===== config.mk =====
export PLATFORM = sky130hd
export DESIGN_NAME = wb_arbiter_rr
export DESIGN_NICKNAME = d
export VERILOG_FILES = /design/src/rtl/wb_arbiter_rr.sv
export SDC_FILE = /design/constraint.sdc
export NUM_CORES = 1
export LEC_CHECK = 0
export ABC_AREA = 1
export CAP_MARGIN = 15
export CORE_AREA = 4 4 167 169
export CTS_CLUSTER_DIAMETER = 30
export CTS_CLUSTER_SIZE = 10
export DETAILED_ROUTE_END_ITERATION = 8
export DIE_AREA = 0 0 171 173
export SLEW_MARGIN = 20
export SYNTH_ARGS = -nofsm -noshare
export SYNTH_HDL_FRONTEND = slang
export SYNTH_SLANG_ARGS = --single-unit

===== constraint.sdc =====
create_clock -name clk_i -period 2.7 [get_ports clk_i]
set_input_delay 0.405 -clock clk_i [delete_from_list [all_inputs] [get_ports clk_i]]
set_output_delay 0.405 -clock clk_i [all_outputs]
set_load 0.03 [all_outputs]

===== src/rtl/wb_arbiter_rr.sv =====
// N-master to 1-slave pipelined Wishbone arbiter.
// The winner is registered; once a master owns the bus, the slave-side
// signals are combinational muxes of that owner. The owner keeps the bus
// until it drops cyc, and it cannot be preempted. The arbiter counts strobes
// that the slave has accepted but not yet acked. Once that count reaches
// MAX_OUT, it holds off further strobes. Selection is round-robin from a
// rotating pointer or fixed priority, where the lowest index wins.
module wb_arbiter_rr #(
    parameter int NPORTS    = 4,
    parameter int AWIDTH    = 32,
    parameter int DWIDTH    = 32,
    parameter int PRIO_MODE = 0,
    parameter int MAX_OUT   = 4,
    localparam int SWIDTH   = DWIDTH / 8,
    localparam int CWIDTH   = $clog2(MAX_OUT + 1)
) (
    input  logic                     clk_i,
    input  logic                     rst_i,
    input  logic [NPORTS*AWIDTH-1:0] m_adr_i,
    input  logic [NPORTS-1:0]        m_cyc_i,
    input  logic [NPORTS-1:0]        m_stb_i,
    input  logic [NPORTS-1:0]        m_we_i,
    input  logic [NPORTS*SWIDTH-1:0] m_sel_i,
    input  logic [NPORTS*DWIDTH-1:0] m_dat_i,
    output logic [NPORTS-1:0]        m_ack_o,
    output logic [NPORTS-1:0]        m_stall_o,
    output logic [DWIDTH-1:0]        m_dat_o,
    output logic [AWIDTH-1:0]        s_adr_o,
    output logic                     s_cyc_o,
    output logic                     s_stb_o,
    output logic                     s_we_o,
    output logic [SWIDTH-1:0]        s_sel_o,
    output logic [DWIDTH-1:0]        s_dat_o,
    input  logic                     s_ack_i,
    input  logic                     s_stall_i,
    input  logic [DWIDTH-1:0]        s_dat_i,
    output logic [NPORTS-1:0]        grant_o,
    output logic [CWIDTH-1:0]        outstanding_o
);

    localparam int PWIDTH = (NPORTS > 1) ? $clog2(NPORTS) : 1;

    localparam logic [0:0] ST_IDLE = 1'b0;
    localparam logic [0:0] ST_BUSY = 1'b1;

    localparam logic [CWIDTH-1:0] CNT_MAX   = CWIDTH'(MAX_OUT);
    localparam logic [PWIDTH-1:0] LAST_PORT = PWIDTH'(NPORTS - 1);

    // Scans the requests starting at 'start' and wraps at NPORTS-1 -> 0.
    // It returns {found, index} of the first requester it meets. The loop
    // runs from the far end backwards, so the nearest requester is the last
    // write and wins.
    function automatic logic [PWIDTH:0] arb_pick(input logic [NPORTS-1:0] req,
                                                 input logic [PWIDTH-1:0] start);
        logic [PWIDTH:0]   res;
        logic [PWIDTH-1:0] idx;
        int                k;
        res = '0;
        for (int i = NPORTS - 1; i >= 0; i--) begin
            k = int'(start) + i;
            if (k >= NPORTS) begin
                k = k - NPORTS;
            end else begin
                k = k;
            end
            idx = PWIDTH'(k);
            if (req[idx]) begin
                res = {1'b1, idx};
            end else begin
                res = res;
            end
        end
        return res;
    endfunction

    logic [0:0]        state_q, state_d;
    logic [PWIDTH-1:0] owner_q, owner_d;
    logic [NPORTS-1:0] grant_q, grant_d;
    logic [CWIDTH-1:0] cnt_q,   cnt_d;
    logic [PWIDTH-1:0] ptr_q,   ptr_d;

    logic              busy_s;
    logic              own_cyc_s;
    logic              own_stb_s;
    logic              full_s;
    logic              accept_s;
    logic              ack_cnt_s;
    logic [PWIDTH-1:0] start_s;
    logic [PWIDTH:0]   pick_s;
    logic              win_found_s;
    logic [PWIDTH-1:0] win_idx_s;

    assign busy_s      = (state_q == ST_BUSY);
    assign full_s      = (cnt_q == CNT_MAX);
    assign start_s     = (PRIO_MODE != 0) ? '0 : ptr_q;
    assign pick_s      = arb_pick(m_cyc_i, start_s);
    assign win_found_s = pick_s[PWIDTH];
    assign win_idx_s   = pick_s[PWIDTH-1:0];

    // Route the owner's request signals to the slave through an AND-OR mux.
    always_comb begin
        own_cyc_s = 1'b0;
        own_stb_s = 1'b0;
        s_we_o    = 1'b0;
        s_adr_o   = '0;
        s_sel_o   = '0;
        s_dat_o   = '0;
        for (int k = 0; k < NPORTS; k++) begin
            own_cyc_s = own_cyc_s | (m_cyc_i[k] & (owner_q == PWIDTH'(k)));
            own_stb_s = own_stb_s | (m_stb_i[k] & (owner_q == PWIDTH'(k)));
            s_we_o    = s_we_o    | (m_we_i[k]  & (owner_q == PWIDTH'(k)));
            s_adr_o   = s_adr_o | (m_adr_i[k*AWIDTH +: AWIDTH] & {AWIDTH{owner_q == PWIDTH'(k)}});
            s_sel_o   = s_sel_o | (m_sel_i[k*SWIDTH +: SWIDTH] & {SWIDTH{owner_q == PWIDTH'(k)}});
            s_dat_o   = s_dat_o | (m_dat_i[k*DWIDTH +: DWIDTH] & {DWIDTH{owner_q == PWIDTH'(k)}});
        end
    end

    // The slave cycle and strobe follow the owner. The strobe is held off
    // once the outstanding window is full.
    assign s_cyc_o = busy_s & own_cyc_s;
    assign s_stb_o = busy_s & own_stb_s & ~full_s;

    // Acks and stalls reach the owner only. grant_q is zero while idle, so
    // every master then sees stall=1 and ack=0.
    assign m_ack_o   = grant_q & {NPORTS{s_ack_i}};
    assign m_stall_o = ~grant_q | {NPORTS{s_stall_i | full_s}};
    assign m_dat_o   = s_dat_i;

    assign grant_o       = grant_q;
    assign outstanding_o = cnt_q;

    // An ack only decrements a non-zero count. Extra acks still reach the owner.
    assign accept_s  = s_stb_o & ~s_stall_i;
    assign ack_cnt_s = busy_s & s_ack_i & (cnt_q != '0);

    // Ownership FSM: grant, hold, release (with direct hand-over) and counting.
    always_comb begin
        state_d = state_q;
        owner_d = owner_q;
        grant_d = grant_q;
        cnt_d   = cnt_q;
        ptr_d   = ptr_q;
        case (state_q)
            ST_IDLE: begin
                cnt_d = '0;
                if (win_found_s) begin
                    state_d = ST_BUSY;
                    owner_d = win_idx_s;
                    grant_d = {{(NPORTS-1){1'b0}}, 1'b1} << win_idx_s;
                    if (PRIO_MODE == 0) begin
                        ptr_d = (win_idx_s == LAST_PORT) ? '0 : win_idx_s + PWIDTH'(1);
                    end else begin
                        ptr_d = ptr_q;
                    end
                end else begin
                    state_d = ST_IDLE;
                end
            end
            ST_BUSY: begin
                if (!own_cyc_s) begin
                    // The owner has released the bus. Unacked transfers are
                    // abandoned, and any acks that arrive later are dropped.
                    cnt_d = '0;
                    if (win_found_s) begin
                        state_d = ST_BUSY;
                        owner_d = win_idx_s;
                        grant_d = {{(NPORTS-1){1'b0}}, 1'b1} << win_idx_s;
                        if (PRIO_MODE == 0) begin
                            ptr_d = (win_idx_s == LAST_PORT) ? '0 : win_idx_s + PWIDTH'(1);
                        end else begin
                            ptr_d = ptr_q;
                        end
                    end else begin
                        state_d = ST_IDLE;
                        owner_d = '0;
                        grant_d = '0;
                    end
                end else begin
                    if (accept_s && !ack_cnt_s) begin
                        cnt_d = cnt_q + CWIDTH'(1);
                    end else if (!accept_s && ack_cnt_s) begin
                        cnt_d = cnt_q - CWIDTH'(1);
                    end else begin
                        cnt_d = cnt_q;
                    end
                end
            end
            default: begin
                state_d = ST_IDLE;
                owner_d = '0;
                grant_d = '0;
                cnt_d   = '0;
            end
        endcase
    end

    // State registers with synchronous reset.
    always_ff @(posedge clk_i) begin
        if (rst_i) begin
            state_q <= ST_IDLE;
            owner_q <= '0;
            grant_q <= '0;
            cnt_q   <= '0;
            ptr_q   <= '0;
        end else begin
            state_q <= state_d;
            owner_q <= owner_d;
            grant_q <= grant_d;
            cnt_q   <= cnt_d;
            ptr_q   <= ptr_d;
        end
    end

endmodule


Yosys cells after proc, flatten, opt, wreduce, memory -nomap -nowiden:

Index checks and enable logic that the tools add are counted.
Widths: inputs -> output; s select.

* shifts and indexed selects: 1
* multiplexer cells: 35
* bitwise logic cells: 55
* $lt $le $gt $ge: 8
* equal/unequal tests: 8
* $add $sub $neg: 10
* reductions and logical operators: 7

Operators with widths (count)
* $and 32x32->32: 8
* $or 32x32->32: 6
* $mux 3: 7
* $and 4x4->4: 5
* $mux 2: 10
* $and 1x1->1: 18
* $or 4x4->4: 4
* $lt 2x3->1 const B: 4
* $mux 4: 3
* $or 1x1->1: 10
* $ge 3x3->1 const B: 3
* $bmux 1 s2: 4
* $pmux 2 s2: 2
* $pmux 4 s2: 1
* $sub 2x1->2 const B: 4
* $add 2x2->3 const B: 2
* $eq 2x2->1 const B: 3
* $mux 1: 6
* $pmux 3 s2: 1
* $ne 2x2->1 const B: 2
* $ne 4x2->1 const B: 1
* $not 4->4: 1
* $shl 1x2->4 const A: 1
* $add 2x1->3 const B: 1
* 13 further kinds: 17

* input port bits: 320
* register bits: 12
* output and inout port bits: 118
* logic and storage cells: 129

Depth between registers and ports, before layout:

* word-level depth: 14
* mapped depth: 16
* depth with buffers taken out: 15

Worst setup path after synthesis:

Ideal clock, no wire load.

* path kind: reg-to-reg
* start point: register owner_q[1]
* end point: register cnt_q[2], in the netlist outstanding_o[2]
* buffers on the path: 0
* arrival time: 2.143 ns
* clock period less this slack: 2.208 ns
* setup slack: 0.492 ns
* library setup time: 0.065 ns
* stages on the path, launching flop included: 14
* data required time: 2.635 ns
* path through: dfxtp_1 > inv_2 > nand2_1 > clkinv_1 > nand2_1 > nand2_1 > a221oi_1 > nor3_1 > ha_1 > fa_1 > a21oi_1 > o21ai_0 > xor2_1 > nor2_1

* longest elaborated chain between the ends: 12
* elaborated cells between the ends (all ways): 28
* those cells by class: eq/ne: 4; mux: 3; bitwise: 17; reduce/logical: 4

RTL lines
* start: declaration: line 77 `logic [PWIDTH-1:0] owner_q, owner_d;`
* start signal: assignment: line 207 `owner_q <= owner_d;`
* $eq 2x1->1 / $logic_not 2->1 (equally long branches): line 109, 110
* $and 1x1->1: line 110 `own_stb_s = own_stb_s | (m_stb_i[k] & (owner_q == PWIDTH'(k)));`
* $or 1x1->1 (3 in series): line 110
* $and 1x1->1 (2 in series): line 121 `assign s_stb_o = busy_s & own_stb_s & ~full_s;`
* $and 1x1->1: line 133 `assign accept_s = s_stb_o & ~s_stall_i;`
* $logic_and 1x1->1: line 179 `if (accept_s && !ack_cnt_s) begin`
* $mux 3: line 179
* $mux 3: line 160 `if (!own_cyc_s) begin`
* $pmux 3 s2: line 143 `case (state_q)`
* end signal: assignment: line 209 `cnt_q <= cnt_d;`
* end: declaration: line 79 `logic [CWIDTH-1:0] cnt_q, cnt_d;`

Parallel ways exist; a longest one is shown, timed or not.
A chain may end at the register's enable or synchronous reset.

Worst setup path after layout:

* start point: register owner_q[0]
* end point: output s_dat_o[0]

* longest elaborated chain between the ends: 5
* elaborated cells between the ends (all ways): 11
* those cells by class: eq/ne: 3; bitwise: 7; reduce/logical: 1

RTL lines
* $eq 2x1->1 / $logic_not 2->1 (equally long branches): line 114 `s_dat_o = s_dat_o | (m_dat_i[k*DWIDTH +: DWIDTH] & {DWIDTH{owner_q == PWIDTH'(k)}});`
* $and 32x32->32: line 114
* $or 32x32->32 (2 in series): line 114
* $or 32x32->32 (*): line 114
* end: declaration: line 33 `output logic [DWIDTH-1:0] s_dat_o,`

Every way passes the cells marked *; elsewhere a longest branch is shown, timed or not.

==> key figures <==
Run status
  – Status: finished clean

Timing
  – Worst slew margin: 0.720
  – Final TNS setup: 0 ns
  – RSZ-0062 raised after global routing: false
  – F_max: just under 400 MHz
  – Final Hold Vio Count: 0
  – PnR worst setup slack: about 0.12 ns
  – Tmin final: approximately 2.6 ns
  – Slew @ Worst Pin: approximately 0.42 ns
  – Max Slew Vio Count: 0
  – Crit share post-route: 0.956
  – Clk_skew: about 0.0026 ns
  – Setup violations, final: 0
  – Worst hold slack: between 0.5 and 0.6 ns

Synthesis
  – Number of synthesized flops with an enable pin: 0
  – Yosys Warn Count: 0
  – Cell taking the most area after synthesis: nand2_1
  – Synth top area cells: nand2_1 44%, nand4_1 15%, dfxtp_1 8.6%, buf_4 8.6%, inv_1 2.7%
  – Post-Synth XOR/XNOR Area: 0.00627
  – Post-synthesis mux area share: 0
  – Mapped Avg Cell Area: ~5 µm²
  – Post-synthesis instance area: between 2000 and 3000 µm²
  – Ys flop type: dfxtp_1
  – Post-synthesis adder-cell area fraction: 0.0295
  – Largest family of logic cells by synthesized area: simple AND/OR/NAND/NOR gates
  – Top cells by count, synth: 327 x nand2_1, 69 x nand4_1, 32 x buf_4, 20 x inv_1, 17 x clkbuf_1
  – Synthesized instance count: 560
  – Syn nets: between 800 and 900
  – Cell with the most instances after synthesis: nand2_1
  – Seq/Total Area, Yosys: 0.0859
  – Synth Area in Simple Gates: 0.674
  – Synth Area in Compound Gates: 0.0380
  – Synth unique cells: 32
  – Synth async-reset ratio: 0
  – Post-synthesis register bit count: 12
  – Share of the synthesized area in the top cell type: 0.439

Hold path
  – Hold Path End: grant_o[3]
  – Worst Min Path Start: grant_o[3]
  – Hold Crit Class: reg -> reg
  – Worst Hold Depth: 2

Detailed routing
  – Initial DRC count: approximately 150
  – Drt total wl: a little under 20000 µm
  – Post-route ant nets: 0
  – DR WL met3: between 1500 and 2000 µm
  – Residual DRC count: 0
  – Initial DRT Pass Iterations: 4
  – Routed WL per cell: 15.8 µm
  – Metal-1 WL: between 7000 and 8000 µm
  – Via/cell ratio: about 4.0
  – Metal2 WL: ~9600 µm
  – Highest routed layer: met5
  – Via count: around 4900

Setup path
  – Setup crit start kind: flip-flop
  – RR Endpoint: outstanding_o[2]
  – Crit Path Max Fanout: 34
  – Launch point of the worst reg-to-reg path: owner_q[1]
  – Setup CP Type: reg -> out
  – Cells on worst reg2reg path: 13
  – Reg2reg setup slack: 0.34 ns
  – Worst EP arrival: 2.18 ns
  – CP Capture Type: primary output
  – WP data required: roughly 2.3 ns

CTS
  – Longest Clk Path Bufs: 2
  – CTS tree: yes
  – Clock transition at path regs: 0.05 ns
  – Clock Tree Root: clkbuf_16
  – CTS H-Tree Depth: 1
  – CTS buffer count: 3
  – Clk_lat worst skew: approximately 0.24 ns
  – Post-CTS Setup Bufs: 0
  – Sink Count: 12

Placed design
  – Dpl hpwl: between 15000 and 20000 µm
  – RePlAce Congestion: around 0.81
  – Count of input and output buffers: ~370
  – Pre-CTS setup slack: about 0.23 ns
  – Area after DPL: between 6000 and 7000 µm²

Pwr
  – Worst VDD drop: approximately 480 µV
  – Pwr Density: about 1100 nW/µm²
  – Leakage power: between 2 and 3 nW

Global route
  – Initial antenna violation count: 2
  – Vias in the first global route: between 4000 and 5000
  – First-pass GRT wire length: 27100 µm
  – Gr ovfl total: 0
  – Largest net degree at the start of global routing: 39
  – GRT Overall Usage: 0.115

Floorplanning
  – Io pins: ~440
  – Core ar.: about 27000 µm²
  – DIE AREA: about 30000 µm²
  – Chip Height: ~170 µm
  – # rows: 60
  – Initial core utilization: 0.105
  – Die width: 171 µm

Run
  – Max-cap violations: 0

Finish
  – Fillers: between 2000 and 3000
  – Syn-to-layout area delta: 149%
  – Fin nets: roughly 1200
  – Share of cells above drive strength 1: 0.0622
  – Post-route cell area: 6970 µm²
  – Multi-input gate area: between 2000 and 2500 µm²
  – Register area: ~240 µm²
  – Diode count: 0
-- registers in the layout, indices dropped and copies added, names as in the netlist --
register,flops
outstanding_o,3
owner_q,2
grant_o,4
busy_s,1
ptr_q,2
-- power breakdown --
group | leakage, nW | internal, W | switching (W)
Clock | 0.0442 | 0.000224 | 0.0000806
Combinational | 2.59 | 0.00294 | 0.00414
Sequential | 0.0985 | 0.000237 | 0.0000901
Total | 2.73 | 0.00340 | 0.00431
-- per-stage QoR --
stage,util,instances,total power [W]
6_report,0.262,1225,0.00771
5_1_grt,0.262,1225,0.00817
4_1_cts,0.262,1225,0.00780
3_5_place_dp,0.259,1221,0.00746
3_3_place_gp,0.259,1221,0.00747
2_1_floorplan,-,560,0.00409
-- what timing repair did --
action	in CTS	in global routing
endpoints found under the hold margin	0	0
resized for setup	0	2
endpoints found under the setup margin	0	14
hold buffers	0	0
-- layout by cell type, fill, tap and decap left out --
| master | netlist | routed |
|---|---|---|
| clkbuf_8 | 0 | 1 |
| nand2_2 | 11 | 11 |
| nand2_1 | 327 | 327 |
| nor2_4 | 1 | 2 |
| o21ai_2 | 1 | 1 |
| clkdlybuf4s50_1 | 0 | 354 |
| xor2_1 | 2 | 2 |
| o311ai_0 | 1 | 1 |
| a21oi_2 | 1 | 1 |
| inv_2 | 2 | 4 |
| a21oi_1 | 8 | 8 |
| fa_1 | 1 | 1 |
| nor2_2 | 2 | 1 |
| nor3b_1 | 1 | 1 |
| dfxtp_1 | 12 | 12 |
| inv_1 | 20 | 20 |
| ha_1 | 5 | 5 |
| o21ai_0 | 1 | 1 |
| nor2_1 | 11 | 11 |
| o21ai_1 | 2 | 2 |
| nand2_4 | 1 | 1 |
| a221oi_1 | 1 | 1 |
| buf_6 | 1 | 2 |
| buf_12 | 0 | 21 |
| inv_4 | 2 | 2 |
| o21ai_4 | 1 | 1 |
| and2_1 | 2 | 2 |
| buf_4 | 32 | 4 |
| nor3_1 | 1 | 1 |
| clkbuf_16 | 0 | 3 |
| nand3_1 | 11 | 11 |
| nand4_1 | 69 | 69 |
-- logic make-up after synthesis --
logic type               count (synthesis)
AND/OR/NAND/NOR                        437
buffers and inverters                   87
AO/OA/AOI/OAI                           16
flip-flops                              12
adder cells (fa/ha/maj)                  6
XOR/XNOR                                 2
-- metal layers --
layer / track usage / up-vias
met4: 0.0165 / 4
met2: 0.217 / 259
li1: - / 2422
met5: 0 / -
met1: 0.131 / 2201
met3: 0.0325 / 30
-- final cells by class --
type,instances,area share
well taps,341,0.0612
repair buffers,381,0.576
flip-flops and latches,12,0.0345
inverters,26,0.0147
multi-input cells,461,0.301
clock buffers,4,0.0127
-- worst max-delay path, stage by stage (launching register included) --
cell	delay, ns
dfxtp_1	0.38
nor2_4	0.21
buf_4	0.38
nand2_1	0.11
nand4_1	0.12
clkdlybuf4s50_1	0.70
-- worst max path at each step --
stage                     from                to  slack, ns  cells past startpoint
finish              owner_q[0]        s_dat_o[0]       0.12                      5
global route        owner_q[0]        s_dat_o[1]       0.02                      5
CTS                 owner_q[0]        s_dat_o[7]       0.03                      6
floorplan           owner_q[1]  outstanding_o[2]       0.49                     13
detailed placement  m_stb_i[1]  outstanding_o[2]       0.23                     11
global placement    m_stb_i[0]  outstanding_o[2]       0.22                     11
No activity file was read; power rests on OpenSTA's default activity.
